==> src/rtl/bin2bcd_conv_if.sv <==
// Handshake and result bundle for bin2bcd_conv.
// Carries the SIGN output only when BIN2BCD_SIGNED_EN is defined.
interface bin2bcd_conv_if #(
  parameter int BIN_W  = 16,
  parameter int DIGITS = 5
);
  logic                  START;
  logic [BIN_W-1:0]      BIN;
  logic                  BUSY;
  logic                  DONE;
  logic [4*DIGITS-1:0]   BCD;
  logic                  OVF;
`ifdef BIN2BCD_SIGNED_EN
  logic                  SIGN;

  modport master (output START, BIN, input BUSY, DONE, BCD, OVF, SIGN);
  modport slave  (input START, BIN, output BUSY, DONE, BCD, OVF, SIGN);
`else
  modport master (output START, BIN, input BUSY, DONE, BCD, OVF);
  modport slave  (input START, BIN, output BUSY, DONE, BCD, OVF);
`endif
endinterface

==> src/rtl/bin2bcd_conv.sv <==
// Serial binary-to-BCD converter: one shift per clock through a chain of subtract-5 digit cells.
// Optional BIN2BCD_SIGNED_EN: two's-complement input, magnitude converted, SIGN output added.
//
// state    | meaning
// ---------+-------------------------------------------------
// ST_IDLE  | waiting for START, last result held
// ST_SHIFT | shifting operand into digit chain, BUSY high
// ST_DONE  | one-cycle DONE pulse; START here re-accepts
module bin2bcd_conv #(
  parameter  int BIN_W  = 16,
  parameter  int DIGITS = 5,
  localparam int CNT_W  = $clog2(BIN_W + 1)
) (
  input  logic              CLK,
  input  logic              INIT,
  bin2bcd_conv_if.slave     bus
);

  typedef enum logic [1:0] {
    ST_IDLE  = 2'd0,
    ST_SHIFT = 2'd1,
    ST_DONE  = 2'd2
  } state_t;

  localparam logic [CNT_W-1:0] CNT_LAST = CNT_W'(BIN_W - 1);

  state_t                state_q, state_nxt;
  logic                  accept;
  logic [BIN_W-1:0]      sreg_q;
  logic [CNT_W-1:0]      cnt_q;
  logic [4*DIGITS-1:0]   bcd_q, bcd_nxt;
  logic                  ovf_q;
  logic [DIGITS:0]       carry;
  logic [BIN_W-1:0]      load_val;

`ifdef BIN2BCD_SIGNED_EN
  logic                  sign_q;

  // -2^(BIN_W-1) negates to itself, which reads correctly as an unsigned magnitude
  assign load_val = bus.BIN[BIN_W-1] ? (~bus.BIN + BIN_W'(1)) : bus.BIN;
  assign bus.SIGN = sign_q;

  always_ff @(posedge CLK) begin
    if (INIT)
      sign_q <= 1'b0;
    else if (accept)
      sign_q <= bus.BIN[BIN_W-1];
  end
`else
  assign load_val = bus.BIN;
`endif

  always_ff @(posedge CLK) begin
    if (INIT)
      state_q <= ST_IDLE;
    else
      state_q <= state_nxt;
  end

  always_comb begin
    state_nxt = state_q;
    accept    = 1'b0;
    case (state_q)
      ST_IDLE: begin
        if (bus.START) begin
          accept    = 1'b1;
          state_nxt = ST_SHIFT;
        end
      end
      ST_SHIFT: begin
        if (cnt_q == CNT_LAST)
          state_nxt = ST_DONE;
      end
      ST_DONE: begin
        if (bus.START) begin
          accept    = 1'b1;
          state_nxt = ST_SHIFT;
        end else begin
          state_nxt = ST_IDLE;
        end
      end
      default: state_nxt = ST_IDLE;
    endcase
  end

  assign carry[0] = sreg_q[BIN_W-1];

  // Each cell doubles its digit and adds carry-in; a digit >= 5 would reach 10, so it carries out
  for (genvar g = 0; g < DIGITS; g++) begin : g_cell
    logic [3:0] q;
    logic [2:0] sub;
    logic       ge5;

    assign q        = bcd_q[4*g +: 4];
    assign ge5      = (q >= 4'd5);
    assign sub      = q[2:0] - 3'd5;
    assign carry[g+1] = ge5;
    assign bcd_nxt[4*g +: 4] = ge5 ? {sub, carry[g]} : {q[2:0], carry[g]};
  end

  always_ff @(posedge CLK) begin
    if (INIT) begin
      sreg_q <= '0;
      cnt_q  <= '0;
      bcd_q  <= '0;
      ovf_q  <= 1'b0;
    end else if (accept) begin
      sreg_q <= load_val;
      cnt_q  <= '0;
      bcd_q  <= '0;
      ovf_q  <= 1'b0;
    end else if (state_q == ST_SHIFT) begin
      sreg_q <= {sreg_q[BIN_W-2:0], 1'b0};
      cnt_q  <= cnt_q + CNT_W'(1);
      bcd_q  <= bcd_nxt;
      if (carry[DIGITS])
        ovf_q <= 1'b1;
    end
  end

  assign bus.BUSY = (state_q == ST_SHIFT);
  assign bus.DONE = (state_q == ST_DONE);
  assign bus.BCD  = bcd_q;
  assign bus.OVF  = ovf_q;

endmodule

==> src/flat_wrapper.sv <==
// flat-port wrapper written by rule: the top's interface ports become plain ports
module bin2bcd_conv_flat 
#(
  parameter  int BIN_W  = 16,
  parameter  int DIGITS = 5,
  localparam int CNT_W  = $clog2(BIN_W + 1)
)
  (CLK, INIT, bus_START, bus_BIN, bus_BUSY, bus_DONE, bus_BCD, bus_OVF);
  bin2bcd_conv_if #(.BIN_W(BIN_W), .DIGITS(DIGITS)) bus_i ();
  input  logic CLK;
  input  logic INIT;
  input wire logic [$bits(bus_i.START)-1:0] bus_START;
  input wire logic [$bits(bus_i.BIN)-1:0] bus_BIN;
  output wire logic [$bits(bus_i.BUSY)-1:0] bus_BUSY;
  output wire logic [$bits(bus_i.DONE)-1:0] bus_DONE;
  output wire logic [$bits(bus_i.BCD)-1:0] bus_BCD;
  output wire logic [$bits(bus_i.OVF)-1:0] bus_OVF;
  assign bus_i.START = bus_START;
  assign bus_i.BIN = bus_BIN;
  assign bus_BUSY = bus_i.BUSY;
  assign bus_DONE = bus_i.DONE;
  assign bus_BCD = bus_i.BCD;
  assign bus_OVF = bus_i.OVF;
  bin2bcd_conv #(.BIN_W(BIN_W), .DIGITS(DIGITS)) u_core (.CLK(CLK), .INIT(INIT), .bus(bus_i));
endmodule
==> config.mk <==
export PLATFORM = sky130hd
export DESIGN_NAME = bin2bcd_conv_flat
export DESIGN_NICKNAME = d
export VERILOG_FILES = /design/src/rtl/bin2bcd_conv_if.sv /design/src/rtl/bin2bcd_conv.sv /design/src/flat_wrapper.sv
export SDC_FILE = /design/constraint.sdc
export NUM_CORES = 1
export LEC_CHECK = 0
export CAP_MARGIN = 0
export CORE_UTILIZATION = 40
export CTS_BUF_LIST = sky130_fd_sc_hd__clkbuf_4 sky130_fd_sc_hd__clkbuf_8
export DETAILED_ROUTE_END_ITERATION = 12
export PLACE_DENSITY = 0.65
export SKIP_CTS_REPAIR_TIMING = 1
export SLEW_MARGIN = 10
export SYNTH_ARGS = -nofsm -noshare
export SYNTH_HDL_FRONTEND = slang
export SYNTH_SLANG_ARGS = --single-unit
==> constraint.sdc <==
create_clock -name CLK -period 1.8 [get_ports CLK]
set_clock_uncertainty 0.15 [all_clocks]
set_input_delay 0.18 -clock CLK [delete_from_list [all_inputs] [get_ports CLK]]
set_output_delay 0.18 -clock CLK [all_outputs]
set_load 0.005 [all_outputs]
### After elaboration in Yosys (flattened, before gate mapping)

Cells that the tools add are included.

* $add $sub $neg: 6
* magnitude comparators: 5
* equal/unequal tests: 5
* multiplexer cells: 13
* reduce and logical (&&, ||, !) cells: 6

Operators by type and width (count)
* 16-bit two-way mux: 2
* 4-bit by 3-bit >= comparator with 1-bit output, second input constant: 5
* 4-bit two-way mux: 5
* 3-bit subtractor, second input constant: 5
* 2-bit case mux with 3 select lines: 1
* 5-bit by 1-bit adder with 5-bit output, second input constant: 1
* 5-bit by 4-bit == test with 1-bit output, second input constant: 1
* 2-bit two-way mux: 2
* 2-bit AND reduction: 2
* 2-bit OR reduction: 2
* 1-bit two-way mux: 3
* 2-bit by 1-bit == test with 1-bit output, second input constant: 1
* 2-bit == test, second input constant: 1
* 2-bit logical NOT: 1
* 2-bit by 1-bit != test with 1-bit output, second input constant: 1
* 2-bit != test, second input constant: 1
* 2-bit nonzero test: 1

* register bits after elaboration: 44
* input bits: 19
* output and inout bits: 23
* word-level logic and storage cells: 40

### Depth between registers and ports, before layout

* depth in word-level cells: 4
* gate-level depth with buffers: 7

### Least setup slack after synthesis

OpenSTA, ideal clock, no wires.

* path kind: reg2reg
* start: register u_core.bcd_q[8] (netlist: u_core.bus.BCD[8])
* end: register u_core.bcd_q[9] (netlist: u_core.bus.BCD[9])
* library setup time: 0.106 ns
* data arrival time: 1.292 ns
* required time: 1.544 ns
* path slack: 0.252 ns
* stages on the path, launching flop included: 7
* path buffers: 0
* period minus slack after synthesis: 1.548 ns
* cells stage by stage: dfxtp_1 inv_1 ha_1 nand2b_1 a21oi_1 or4_1 o311ai_0

* cells in the longest elaborated chain, start to end: 2

RTL lines
* start: declaration: RTL line bin2bcd_conv.sv:31 `logic [4*DIGITS-1:0] bcd_q, bcd_nxt;`
* start signal: assignment: RTL line bin2bcd_conv.sv:115 `bcd_q <= bcd_nxt;`
* 4-bit by 3-bit >= comparator with 1-bit output / 3-bit subtractor (equally long branches): RTL line bin2bcd_conv.sv:95, bin2bcd_conv.sv:96
* 4-bit two-way mux *: RTL line bin2bcd_conv.sv:98 `assign bcd_nxt[4*g +: 4] = ge5 ? {sub, carry[g]} : {q[2:0], carry[g]};`

Every way passes the cells marked *; elsewhere a longest branch is shown, timed or not.
A chain may end at the register's enable or synchronous reset.

### Final worst setup path

* start: register u_core.state_q[0]
* end: output port bus_BUSY

* cells in the longest elaborated chain, start to end: 1

RTL lines
* start: declaration: RTL line bin2bcd_conv.sv:27 `state_t state_q, state_nxt;`
* start signal: assignment: RTL line bin2bcd_conv.sv:57 `state_q <= state_nxt;`
* 2-bit by 1-bit == test with 1-bit output: RTL line bin2bcd_conv.sv:121 `assign bus.BUSY = (state_q == ST_SHIFT);`
* end: declaration: RTL line flat_wrapper.sv:14 `output wire logic [$bits(bus_i.BUSY)-1:0] bus_BUSY;`

Every way passes these cells.

==> results.md <==
| Item | This run | Unit |
| --- | --- | --- |
| Setup TNS | 0 | ps |
| Number of detailed-routing iterations run before antenna repair | 4 | - |
| Number of flip-flops and latches in the synthesized netlist | 44 | - |
| Count of port buffers added during placement | 41 | - |
| Iteration-0 DRC count of the detailed router | 70 | - |
| Count of warnings emitted by yosys | 0 | - |
| Insertion delay to the later sink of the worst-skew pair | 290 | ps |
| Fraction of post-synthesis cell area in the top cell type by area | 0.4386 | - |
| Pleak | 0.9966 | nW |
| Routed vias | 1818 | - |
| Post-route fraction of the period consumed by the critical path | 0.9614 | - |
| Count of nets after finishing | 313 | - |
| Count of maximum capacitance violations | 0 | - |
| Post-synth EDFFs | 0 | - |
| RePlAce Congestion | 0.7078 | - |
| Share of flip-flops with an asynchronous set or reset after synthesis | 0 | - |
| Overflow after GRT | 0 | - |
| Vert. Die Dim | 72.86 | um |
| Half-perimeter wire length after detailed placement | 3011 | um |
| DRC Markers | 0 | - |
| Syn Nets | 267 | - |
| Met1 global-route usage | 0.2305 | - |
| TritonCTS Buffers | 5 | - |
| Distinct cell type count of the synthesized netlist | 30 | - |
| Cells after Synth | 236 | - |
| Reg2Reg Depth | 5 | - |
| Power density over the cells | 763.7 | nW/um^2 |
| Clock Pin Slew Worst Setup and Hold Paths | 80 | ps |
| Synth Flop Type | sky130_fd_sc_hd__dfxtp_1 | - |
| Path category of the worst min-delay check | reg2reg | - |
| Sort of element at the start of the critical path | register | - |
| Count of pins over their slew limit | 0 | - |
| Count of pins on the block boundary | 42 | - |
| Most common cell in the synthesized netlist | sky130_fd_sc_hd__dfxtp_1 | - |
| Overall routed net length | 4232 | um |
| Global Route met3 Usage | 0.04834 | - |
| Number of vias per cell after detailed routing | 5.194 | - |
| Combined area of the multi-input logic cells | 998.5 | sq um |
| Actual slew at the worst max-slew pin | 359.2 | ps |
| Fraction of layout instances using a drive strength above 1 | 0.1060 | - |
| CTS root buffer | sky130_fd_sc_hd__clkbuf_8 | - |
| Register area | 885.9 | sq um |
| CTS Buffer Depth | 2 | - |
| Hold Path Depth | 2 | - |
| Worst Path Arrival | 1400 | ps |
| Met2 track utilization from global routing | 0.3011 | - |
| Max-Slew Margin vs Limit | 0.7599 | - |
| Time the worst path needs with I/O delays and setup | 1731 | ps |
| Worst-path fanout max | 4 | - |
| Layout filler cell count | 460 | - |
| Die area | 5308 | sq um |
| Crit path required time | 1470 | ps |
| CTS H-Tree Depth | 2 | - |
| Kind of capture point of the worst setup path | primary output | - |
| Sum of internal, switching and leakage power | 0.002011 | W |
| Initial core utilization | 0.4196 | - |
| Leading post-synthesis cells by instance count | 44 x sky130_fd_sc_hd__dfxtp_1, 32 x sky130_fd_sc_hd__nor2_1, 15 x sky130_fd_sc_hd__nand3_1, 15 x sky130_fd_sc_hd__nor3_1, 14 x sky130_fd_sc_hd__o22ai_1 | - |
| Area growth from synthesis to layout | 31.15 | % |
| Post-synthesis instance area | 2008 | sq um |
| Largest voltage drop on the vdd net | 0.0004821 | V |
| Vias in the first global route | 1734 | - |
| Final count of negative-setup-slack endpoints | 0 | - |
| Top cell type by total area after synthesis | sky130_fd_sc_hd__dfxtp_1 | - |
| Largest cells by area after synthesis | sky130_fd_sc_hd__dfxtp_1 44%, sky130_fd_sc_hd__ha_1 7.5%, sky130_fd_sc_hd__nor2_1 6.0%, sky130_fd_sc_hd__o22ai_1 4.4%, sky130_fd_sc_hd__nand3_1 3.7% | - |
| Overall Global Routing Usage | 0.1824 | - |
| Outcome | completed | - |
| Busiest layer in global routing | met2 | - |
| Die Wd | 72.86 | um |
| Maximum number of pins on one net before global-route repair | 22 | - |
| Average routed wire per standard cell | 12.09 | um |
| Fin. Hold Viols | 0 | - |
| Area inside the core boundary | 4786 | sq um |
| Final Util | 0.5503 | - |
| CTS tree | done | - |
| Number of antenna violations at the first check in global routing | 0 | - |
| Global-route wire length before repair | 7638 | um |
| Highest clock rate | 0.5779 | GHz |
| Average cell area after synthesis | 8.509 | sq um |
| Diodes inserted | 0 | - |
| Hold Worst Slack | 304.9 | ps |
| Worst setup path category | reg2out | - |
| Cell row count | 25 | - |
| Number of sinks handled by clock tree synthesis | 44 | - |
| Final ANT Viol Nets | 0 | - |
| Share of the yosys chip area belonging to registers | 0.4386 | - |
[stage by stage]
stage	instance area, sq um	cells	worst slack, ps
6_report	2634	350	69.49
5_1_grt	2634	350	-3.054
4_1_cts	2616	349	6.289
3_5_place_dp	2519	341	-8.117
3_3_place_gp	2519	341	23.53
2_1_floorplan	2008	236	252.2
[layer usage]
layer | vias to the layer above | wire (um)
met4 | 0 | 36
li1 | 936 | -
met5 | - | 0
met2 | 42 | 1994
met1 | 836 | 2045
met3 | 4 | 155
[registers in the layout, indices dropped and copies added, names as in the netlist]
name / flops
u_core.cnt_q: 5
u_core.sreg_q: 16
u_core.state_q: 2
u_core.bus.BCD: 20
u_core.bus.OVF: 1
[area by class of cell]
cell class | instances | area share
multi-input combinational | 163 | 0.3791
inverter | 12 | 0.01710
timing repair buffer | 56 | 0.1986
tap | 67 | 0.03183
clock buffer | 8 | 0.03705
sequential | 44 | 0.3363
[final timing paths]
check | startpoint | end | slack, ps
hold / removal | u_core.sreg_q[15] | u_core.bus.BCD[0] | 300
setup reg to reg | u_core.state_q[0] | u_core.bus.BCD[1] | 110
hold reg to reg | u_core.sreg_q[15] | u_core.bus.BCD[0] | 300
setup / recovery | u_core.state_q[0] | bus_BUSY | 70
[placed cells by master (no fill, tap or decap), types with 6 or more instances in the layout]
cell type                         count
sky130_fd_sc_hd__nand4_1             11
sky130_fd_sc_hd__clkbuf_8             6
sky130_fd_sc_hd__nor2_1              32
sky130_fd_sc_hd__nand3_1             15
sky130_fd_sc_hd__clkdlybuf4s50_1     41
sky130_fd_sc_hd__or4_1               10
sky130_fd_sc_hd__ha_1                12
sky130_fd_sc_hd__nand2_1              8
sky130_fd_sc_hd__nand2b_1             7
sky130_fd_sc_hd__dfxtp_1             40
sky130_fd_sc_hd__buf_4               15
sky130_fd_sc_hd__a21oi_1             12
sky130_fd_sc_hd__inv_1               11
sky130_fd_sc_hd__o22ai_1             14
sky130_fd_sc_hd__nor3_1              15
[report_power, final]
part / switching [W] / total (W) / leakage, nW / internal, W
Sequential: 0.0000322 / 0.00105 / 0.361 / 0.00102
Clock: 0.000309 / 0.000652 / 0.0523 / 0.000343
Combinational: 0.000159 / 0.000306 / 0.583 / 0.000146
[critical path, cell delays in order (launching register included)]
cell	delay [ps]
sky130_fd_sc_hd__dfxtp_1	380
sky130_fd_sc_hd__nand2b_1	130
sky130_fd_sc_hd__inv_2	100
sky130_fd_sc_hd__clkdlybuf4s50_1	500
[logic make-up after synthesis]
| logic type | count (synthesis) | synth area share |
|---|---|---|
| buf+inv | 29 | 0.06666 |
| simple gates | 104 | 0.2673 |
| mux | 1 | 0.004985 |
| xor+xnor | 3 | 0.01309 |
| compound gates | 43 | 0.1346 |
| fa+ha+maj | 12 | 0.07476 |
| flops | 44 | 0.4386 |
No activity file was read; power rests on OpenSTA's default activity.
